**src/rtl/bip_ctrl_pkg.sv**
```systemverilog
// Shared constants and state encoding for the accumulator-CPU run controller.
// Command bytes arrive from the UART receiver; reports leave through the transmitter.
package bip_ctrl_pkg;

    localparam logic [7:0] CMD_LOAD = 8'h4C;
    localparam logic [7:0] CMD_RUN  = 8'h52;
    localparam logic [7:0] CMD_STEP = 8'h53;
    localparam logic [7:0] CMD_DUMP = 8'h44;

    localparam int REPORT_BYTES = 6;

    typedef enum logic [3:0] {
        ST_IDLE,
        ST_LD_CNT,
        ST_LD_HI,
        ST_LD_LO,
        ST_LD_WR,
        ST_RUN_RST,
        ST_RUN,
        ST_STEP,
        ST_REPORT
    } state_e;

endpackage

```
**src/rtl/bip_report_tx.sv**
```systemverilog
// Report serializer: latches a 48-bit snapshot and feeds it MSB byte first
// to the UART transmitter, honouring its ready/start handshake.
module bip_report_tx
    import bip_ctrl_pkg::*;
(
    input  logic                      i_clk,
    input  logic                      i_rst,
    input  logic                      i_start,
    input  logic [8*REPORT_BYTES-1:0] i_snap,
    input  logic                      i_tx_ready,
    output logic [7:0]                o_tx_data,
    output logic                      o_tx_start,
    output logic                      o_done
);

    localparam int IDX_W = $clog2(REPORT_BYTES);

    logic [8*REPORT_BYTES-1:0] snap_q;
    logic [IDX_W-1:0]          idx_q;
    logic                      busy_q;
    logic                      hold_q;
    logic [7:0]                data_q;
    logic [7:0]                cur_byte;
    logic                      last;

    always_comb begin
        cur_byte = '0;
        for (int k = 0; k < REPORT_BYTES; k++) begin
            if (idx_q == IDX_W'(k)) begin
                cur_byte = snap_q[8*(REPORT_BYTES-1-k) +: 8];
            end
        end
        last       = (idx_q == IDX_W'(REPORT_BYTES - 1));
        // Ready is not trusted on the cycle right after a start pulse.
        o_tx_start = busy_q && !hold_q && i_tx_ready;
        o_tx_data  = o_tx_start ? cur_byte : data_q;
        o_done     = o_tx_start && last;
    end

    always_ff @(posedge i_clk) begin
        if (i_rst) begin
            snap_q <= '0;
            idx_q  <= '0;
            busy_q <= 1'b0;
            hold_q <= 1'b0;
            data_q <= '0;
        end else begin
            hold_q <= o_tx_start;
            if (i_start) begin
                snap_q <= i_snap;
                idx_q  <= '0;
                busy_q <= 1'b1;
            end else if (o_tx_start) begin
                data_q <= cur_byte;
                if (last) begin
                    busy_q <= 1'b0;
                end else begin
                    idx_q <= idx_q + IDX_W'(1);
                end
            end
        end
    end

endmodule

```
**src/rtl/bip_run_ctrl.sv**
```systemverilog
// Run-control sequencer: loads instruction memory, runs or steps the CPU,
// and reports PC/ACC/cycle count over the UART.
module bip_run_ctrl
    import bip_ctrl_pkg::*;
#(
    parameter int PC_W   = 11,
    parameter int DATA_W = 16,
    parameter int CNT_W  = 16
) (
    input  logic              i_clk,
    input  logic              i_rst,
    input  logic [7:0]        i_rx_data,
    input  logic              i_rx_valid,
    input  logic              i_tx_ready,
    output logic [7:0]        o_tx_data,
    output logic              o_tx_start,
    output logic              o_imem_we,
    output logic [PC_W-1:0]   o_imem_addr,
    output logic [DATA_W-1:0] o_imem_wdata,
    output logic              o_cpu_en,
    output logic              o_cpu_rst,
    input  logic              i_halt,
    input  logic [PC_W-1:0]   i_pc,
    input  logic [DATA_W-1:0] i_acc,
    output logic              o_busy
);

    state_e              state_q, state_d;
    logic [8:0]          left_q, left_d;
    logic [PC_W-1:0]     addr_q, addr_d;
    logic [7:0]          hi_q, hi_d;
    logic [DATA_W-1:0]   word_q, word_d;
    logic [CNT_W-1:0]    cnt_q, cnt_d;
    logic                rpt_go_q;
    logic                rpt_done;
    logic [15:0]         pc16, acc16, cnt16;

    always_comb begin
        state_d   = state_q;
        left_d    = left_q;
        addr_d    = addr_q;
        hi_d      = hi_q;
        word_d    = word_q;
        cnt_d     = cnt_q;
        o_imem_we = 1'b0;
        o_cpu_en  = 1'b0;
        o_cpu_rst = 1'b0;
        unique case (state_q)
            ST_IDLE: begin
                if (i_rx_valid) begin
                    case (i_rx_data)
                        CMD_LOAD: begin
                            state_d = ST_LD_CNT;
                            addr_d  = '0;
                        end
                        CMD_RUN:  state_d = ST_RUN_RST;
                        CMD_STEP: state_d = ST_STEP;
                        CMD_DUMP: state_d = ST_REPORT;
                        default:  state_d = ST_IDLE;
                    endcase
                end
            end
            ST_LD_CNT: begin
                if (i_rx_valid) begin
                    // A count byte of zero stands for a full 256-word load.
                    left_d  = (i_rx_data == 8'd0) ? 9'd256 : {1'b0, i_rx_data};
                    state_d = ST_LD_HI;
                end
            end
            ST_LD_HI: begin
                if (i_rx_valid) begin
                    hi_d    = i_rx_data;
                    state_d = ST_LD_LO;
                end
            end
            ST_LD_LO: begin
                if (i_rx_valid) begin
                    word_d  = DATA_W'({hi_q, i_rx_data});
                    state_d = ST_LD_WR;
                end
            end
            ST_LD_WR: begin
                o_imem_we = 1'b1;
                addr_d    = addr_q + PC_W'(1);
                left_d    = left_q - 9'd1;
                state_d   = (left_q == 9'd1) ? ST_IDLE : ST_LD_HI;
            end
            ST_RUN_RST: begin
                o_cpu_rst = 1'b1;
                cnt_d     = '0;
                state_d   = ST_RUN;
            end
            ST_RUN: begin
                if (i_halt) begin
                    state_d = ST_REPORT;
                end else begin
                    o_cpu_en = 1'b1;
                end
            end
            ST_STEP: begin
                o_cpu_en = !i_halt;
                state_d  = ST_IDLE;
            end
            ST_REPORT: begin
                if (rpt_done) begin
                    state_d = ST_IDLE;
                end
            end
            default: state_d = ST_IDLE;
        endcase
        if (o_cpu_en && (cnt_q != '1)) begin
            cnt_d = cnt_q + CNT_W'(1);
        end
    end

    always_ff @(posedge i_clk) begin
        if (i_rst) begin
            state_q  <= ST_IDLE;
            left_q   <= '0;
            addr_q   <= '0;
            hi_q     <= '0;
            word_q   <= '0;
            cnt_q    <= '0;
            rpt_go_q <= 1'b0;
        end else begin
            state_q  <= state_d;
            left_q   <= left_d;
            addr_q   <= addr_d;
            hi_q     <= hi_d;
            word_q   <= word_d;
            cnt_q    <= cnt_d;
            rpt_go_q <= (state_d == ST_REPORT) && (state_q != ST_REPORT);
        end
    end

    always_comb begin
        pc16  = '0;
        acc16 = '0;
        cnt16 = '0;
        pc16[PC_W-1:0]    = i_pc;
        acc16[DATA_W-1:0] = i_acc;
        cnt16[CNT_W-1:0]  = cnt_q;
    end

    assign o_imem_addr  = addr_q;
    assign o_imem_wdata = word_q;
    assign o_busy       = (state_q != ST_IDLE);

    // Snapshot is latched on the first REPORT cycle, after the halt cycle.
    bip_report_tx u_report_tx (
        .i_clk      (i_clk),
        .i_rst      (i_rst),
        .i_start    (rpt_go_q),
        .i_snap     ({pc16, acc16, cnt16}),
        .i_tx_ready (i_tx_ready),
        .o_tx_data  (o_tx_data),
        .o_tx_start (o_tx_start),
        .o_done     (rpt_done)
    );

endmodule

```
**config.mk**
```make
export PLATFORM = sky130hd
export DESIGN_NAME = bip_run_ctrl
export DESIGN_NICKNAME = d
export VERILOG_FILES = /design/src/rtl/bip_ctrl_pkg.sv /design/src/rtl/bip_report_tx.sv /design/src/rtl/bip_run_ctrl.sv
export SDC_FILE = /design/constraint.sdc
export NUM_CORES = 1
export LEC_CHECK = 0
export ABC_AREA = 1
export ABC_CLOCK_PERIOD_IN_PS = 2400
export CAP_MARGIN = 25
export CORE_ASPECT_RATIO = 0.9
export CORE_MARGIN = 5
export CORE_UTILIZATION = 35
export DETAILED_ROUTE_END_ITERATION = 16
export GPL_ROUTABILITY_DRIVEN = 0
export HOLD_SLACK_MARGIN = 0.1
export SLEW_MARGIN = 10
export SYNTH_ARGS = -nofsm -noshare
export SYNTH_HDL_FRONTEND = slang
export SYNTH_SLANG_ARGS = --single-unit
```
**constraint.sdc**
```tcl
create_clock -name i_clk -period 2.4 [get_ports i_clk]
set_clock_uncertainty 0.2 [all_clocks]
set_input_delay 0.48 -clock i_clk [delete_from_list [all_inputs] [get_ports i_clk]]
set_output_delay 0.48 -clock i_clk [all_outputs]
set_load 0.01 [all_outputs]
```
==> flow_metrics.tcl, run 1 <==
set metrics [dict create \
    num_rows 45 \
    final-max-slew-violation-count 0 \
    drive_above_1_share_pct 19.4 \
    nNetsFinal 1074 \
    dieArea_sq_mm 0.0197 \
    route.detailed.drc 0 \
    path_clk_slew_ps 60 \
    drt_first_pass_iters 5 \
    die_w_microns 147 \
    grt_usage_pct 17.3 \
    grt_pass1_wl_microns 28000 \
    setup_viol 8 \
    fmax_ghz 0.399 \
    synth_cells 904 \
    ant_nets 0 \
    cap_viol_max_count 0 \
    rsz0062_at_grt "true" \
    grt_pass1_vias 5681 \
    n_antenna_cell 0 \
    peakVddDrop_v 0.000500 \
    routed_wl_microns 17100 \
    fillers 1639 \
    leakagePower_nw 3.58 \
    clk_path_buf_depth 2 \
    seq_area_frac_synth_pct 40.7 \
    io_buffers 79 \
    fin_crit_sh_pct 104 \
    end_kind "output pin" \
    status "finished, violations left" \
    hold_ws_ps 186 \
    crit_top_cell "nand2_2" \
    yosysWarnings 0 \
    post-route-util_pct 49.4 \
    synth.avg_cell_area_sq_um 6.58 \
    crit_arrival_ps 1820 \
    cts_buffers 17 \
    violations "negative setup slack" \
    ys_ff_latch 121 \
    htree_levels 4 \
    cts_tree "yes" \
    root_buffer "clkbuf_16" \
    clock_latency_ps 430 \
    final.setup.tns_ps -496 \
    initial_core_util_pct 35.5 \
    layout_min_cycle_time_ps 2500 \
    cp_top_family "simple AND/OR/NAND/NOR gates" \
    crit_path_max_fanout 3 \
    slowest_stage "dfxtp_4" \
    fp.dieH_microns 134 \
    areaGrowthSynthToFinish_pct 39.3 \
    ios 80 \
    crit_cells 12 \
    ys_types 36 \
    worst-path-buf-inv 4 \
    slew-limit-headroom_pct 63.3 \
    drt-initial-drc-count 421 \
    grt_overflow 0 \
    antenna_found_initial 0 \
    syn_area_sq_mm 0.00595 \
    crit_chain "inv_4 > buf_6 > ha_4 > inv_4 > nor2_4 > nand2_2 > nand3_2 > nand3_2 > nand2_2 > nand2_2 > nand2_2 > buf_6" \
    cp-start-kind "register" \
    power_per_cell_area_mw_per_mm2 583 \
    clock-sinks 121 \
    crit_type "register to output pin" \
    dpl.hpwl_microns 11700 \
    core_region_area_sq_mm 0.0168 \
    worst_pin_slew_ps 548 \
    vias 6051 \
    dp_worst_setup_slack_ps -732 \
    critPathMaxStageDelay_ps 370 \
    reg2reg_depth 20 \
    grt_max_degree 54 \
    wl_per_cell_microns 13.7 \
    vias_per_cell 4.84 \
    finalHoldViolations 0 \
    synth_nets 953 \
    final.setup.worst_slack_ps -104 \
    min_path_type "primary input to register" \
    required_ps 1720 \
    min_path_cells 2 \
]
[final timing paths]
| path | end | slack (ps) | startpoint |
|---|---|---|---|
| min reg2reg | o_imem_wdata[13] | 260 | o_imem_wdata[13] |
| max reg2reg | u_report_tx.data_q[1] | 90 | u_report_tx.idx_q[1] |
| min | rpt_go_q | 190 | i_rst |
| max | o_tx_data[2] | -100 | u_report_tx.idx_q[1] |
[what timing repair did]
action                     in CTS  in global routing
setup endpoints to repair      12                 11
pin swaps                      11                 30
hold buffers                    0                  0
resized for setup              95                 65
buffers inserted               10                  2
cloned                          0                  0
[metal layers]
layer	GRT usage, %	up-vias	wire length [microns]
met5	0	-	0
met4	5.80	0	224
met3	4.39	22	869
met2	26.3	126	7540
met1	24.1	2745	8480
li1	-	3158	-
[cell usage in the layout (no fill, tap or decap), drive strengths merged, types with 2 or more instances in the layout]
cell	netlist	layout
xnor2	2	2
o21bai	3	3
nand2	228	228
xor2	2	2
nand3b	3	3
inv	76	77
nand4	11	11
dfxtp	121	121
a21oi	73	73
o21a	2	2
nor3	8	8
buf	13	69
clkdlybuf4s50	0	65
or2	8	8
nand3	98	98
a31oi	2	2
nor2	152	152
dlygate4sd2	0	4
clkinvlp	0	6
o21ai	58	58
clkbuf	24	18
ha	9	9
bufinv	0	2
a31o	2	2
clkinv	4	9
o22ai	2	2
[state kept, by name (all words and copies together) (netlist names)]
signal / flops
cnt16: 16
hi_q: 8
left_q: 9
o_imem_addr: 11
o_imem_wdata: 16
rpt_go_q: 1
state_q: 4
u_report_tx.busy_q: 1
u_report_tx.data_q: 8
u_report_tx.hold_q: 1
u_report_tx.idx_q: 3
u_report_tx.snap_q: 43
[worst register-to-register path, stage by stage, from the launching register on]
cell and delay (ps):
dfxtp_4 370, inv_4 70, buf_6 100, ha_4 150
inv_4 40, nor2_4 130, nand2_2 70, nand3_2 70
nand3_2 70, nand2_2 80, nand2_2 70, buf_6 110
buf_6 100, buf_6 100, buf_6 100, buf_6 100
buf_6 100, buf_6 100, nand3_2 50, nand2_1 50
inv_1 40
[where the power goes]
group          total (W)  switching (W)  internal, W
Clock            0.00254       0.000989      0.00155
Sequential       0.00203      0.0000108      0.00202
Combinational   0.000261       0.000146     0.000115
[logic make-up (layout without fill, tap and decap cells)]
logic type | Yosys count | in the layout | share of synthesized area (%)
fa+ha+maj | 9 | 9 | 1.89
compound gates | 143 | 143 | 12.6
xor+xnor | 4 | 4 | 0.589
simple gates | 510 | 510 | 36.4
flops | 121 | 121 | 40.7
buf+inv | 117 | 251 | 7.80
[area by class of cell]
cell class,instances,area [sq um],share of cell area (%)
well taps,211,264,3.19
multi-input cells,666,3350,40.4
clock inverters,14,150,1.81
inverters,80,320,3.86
clock buffers,18,439,5.30
repair buffers,139,1340,16.1
flip-flops and latches,121,2430,29.3
[Yosys cell counts, drive strengths merged]
master  number  area share, %
a21oi       73            6.1
a31o         2           0.29
a31oi        2           0.21
and2         1           0.11
buf         13            1.2
clkbuf      24            1.5
clkinv       4           0.25
dfxtp      121             41
ha           9            1.9
inv         76            4.8
nand2      228             15
nand3       98            8.3
nand3b       3           0.38
nand4       11            1.2
nor2       152            9.9
nor3         8            1.1
nor4         1           0.11
o21a         2           0.25
o21ai       58            4.9
o21bai       3           0.38
o221ai       1           0.15
o22ai        2           0.21
or2          8           0.84
xnor2        2           0.29
xor2         2           0.29
[per-stage QoR]
| step | cell area, sq um | std cells | power (W) |
|---|---|---|---|
| after floorplan | 5950 | 904 | 0.00219 |
| after global placement | 7250 | 1207 | 0.00233 |
| after detailed placement | 7250 | 1207 | 0.00233 |
| after CTS | 8070 | 1249 | 0.00488 |
| after global routing | 8290 | 1249 | 0.00499 |
| final | 8290 | 1249 | 0.00484 |
No activity file was read; power rests on OpenSTA's default activity.
==> inputs of run 2 (changes only) <==
Settings changed: SETUP_SLACK_MARGIN from default to 0.5.
==> flow_metrics.tcl, run 2 (same netlist as run 1, synthesis figures left out) <==
set metrics [dict create \
    status "finished, violations left" \
    violations "negative setup slack" \
    ant_nets 0 \
    peakVddDrop_v 0.000511 \
    path_clk_slew_ps 50 \
    io_buffers 79 \
    placed_cell_area_sq_mm 0.00724 \
    power_switching_w 0.00110 \
    grt_pass1_vias 5649 \
    nNetsFinal 1078 \
    required_ps 1720 \
    pwr-share-comb_pct 5.8 \
    use_met2_pct 25.6 \
    fin_crit_sh_pct 104 \
    fillers 1670 \
    final_common_cell "nand2_1" \
    power_per_cell_area_mw_per_mm2 586 \
    min_path_type "primary input to register" \
    root_buffer "clkbuf_16" \
    clk_path_buf_depth 2 \
    seq_area_sq_mm 0.00246 \
    min_path_cells 2 \
    fmax_ghz 0.402 \
    rsz0062_at_grt "true" \
    final.setup.worst_slack_ps -86.1 \
    ios 80 \
    clock-sinks 121 \
    slew-limit-headroom_pct 65.8 \
    n_antenna_cell 0 \
    fp.dieH_microns 134 \
    pwr-share-seq_pct 41.2 \
    internal_power_w 0.00383 \
    grt_util_met1_pct 24.7 \
    drive_above_1_share_pct 22.4 \
    cap_viol_max_count 0 \
    largest-register "u_report_tx.snap_q" \
    crit_arrival_ps 1810 \
    wl_per_cell_microns 13.7 \
    multi_input_area_sq_mm 0.00343 \
    grt_max_degree 56 \
    reg2reg_depth 9 \
    dp_worst_setup_slack_ps -637 \
    drt_first_pass_iters 5 \
    num_rows 45 \
    core_region_area_sq_mm 0.0168 \
    grt_usage_pct 17.2 \
    dieArea_sq_mm 0.0197 \
    initial_core_util_pct 35.5 \
    crit_path_max_fanout 3 \
    areaGrowthSynthToFinish_pct 41.3 \
    htree_levels 4 \
    pwr-share-clk_pct 53.0 \
    vias 6082 \
    route.detailed.drc 0 \
    grt_use_met3_pct 4.52 \
    end_kind "output pin" \
    crit_type "register to output pin" \
    leakagePower_nw 3.78 \
    swShare_pct 22.3 \
    vias_per_cell 4.85 \
    dpl.hpwl_microns 11800 \
    worst_pin_slew_ps 513 \
    setup_viol 8 \
    cts_buffers 17 \
    grt_overflow 0 \
    layout_common_cells "nand2_1, nor2_1, dfxtp_1" \
    layout_min_cycle_time_ps 2490 \
    antenna_found_initial 0 \
    routed_wl_microns 17100 \
    final-max-slew-violation-count 0 \
    drt-initial-drc-count 436 \
    design_area_sq_mm 0.00840 \
    post-route-util_pct 50.1 \
    grt_pass1_wl_microns 27700 \
    cp-start-kind "register" \
    clock_latency_ps 410 \
    busiest_layer "met2" \
    cts_tree "yes" \
    finalHoldViolations 0 \
    die_w_microns 147 \
    largest_reg_flops 43 \
]
## run 2: cell count changes in the layout (fill, tap and decap cells not counted), sizes merged
cell and change:
buf +8, bufinv +1, clkbuf +3, clkdlybuf4s15 +1
clkdlybuf4s50 -30, clkinv -1, clkinvlp -2, dlygate4sd2 +24
## run 2: critical path, stage by stage (launching register included)
cell and delay (ps):
dfxtp_4 360, inv_4 70, buf_6 100, ha_4 140
inv_2 40, nor2_4 110, nand2_1 90, nand3_2 80
nand3_2 70, nand2_2 90, nand2_2 60, nand2_2 80
buf_6 100
## run 2: what timing repair did
action | CTS | global route
pin swaps | 18 | 31
endpoints found under the setup margin | 40 | 60
hold endpoints to repair | 0 | 0
hold buffers | 0 | 0
gates resized for setup | 156 | 77
setup buffers | 13 | 4
gates cloned | 0 | 1
## run 2: final cells by class
cell class                 instances  area share [%]
multi-input combinational        666            40.8
sequential                       121            29.2
timing repair buffer             143            15.7
clock buffer                      20            5.43
inverter                          80            3.89
tap                              211            3.14
clock inverter                    12            1.77
## run 2: layer usage
metal	up-vias	part of all wire [%]
met3	14	4.5
met4	0	0.97
met5	-	0
li1	3192	-
met1	2761	51
met2	115	44
## run 2: power groups by stage
stage	logic, W	clock network, W	registers, W
final	0.000284	0.00261	0.00203
after global routing	0.000312	0.00277	0.00203
after CTS	0.000276	0.00267	0.00203
after detailed placement	0.000257	0	0.00208
after global placement	0.000256	0	0.00208
after floorplan	0.000121	0	0.00207
## run 2: worst paths after layout
check,startpoint,end,slack (ps)
worst min register to register,o_imem_wdata[12],o_imem_wdata[12],260
worst min-delay path,i_rst,u_report_tx.hold_q,200
worst max register to register,state_q[3],left_q[5],620
worst max-delay path,u_report_tx.idx_q[1],o_tx_data[2],-90
## run 2: through the flow
step | setup TNS, ps | hold WS (ps) | std cells | total power, W
after floorplan | 0 | 235 | 904 | 0.00219
after global placement | -5240 | 248 | 1203 | 0.00233
after detailed placement | -5220 | 255 | 1203 | 0.00233
after CTS | -706 | 186 | 1248 | 0.00498
after global routing | -1270 | 199 | 1253 | 0.00511
final | -347 | 200 | 1253 | 0.00493
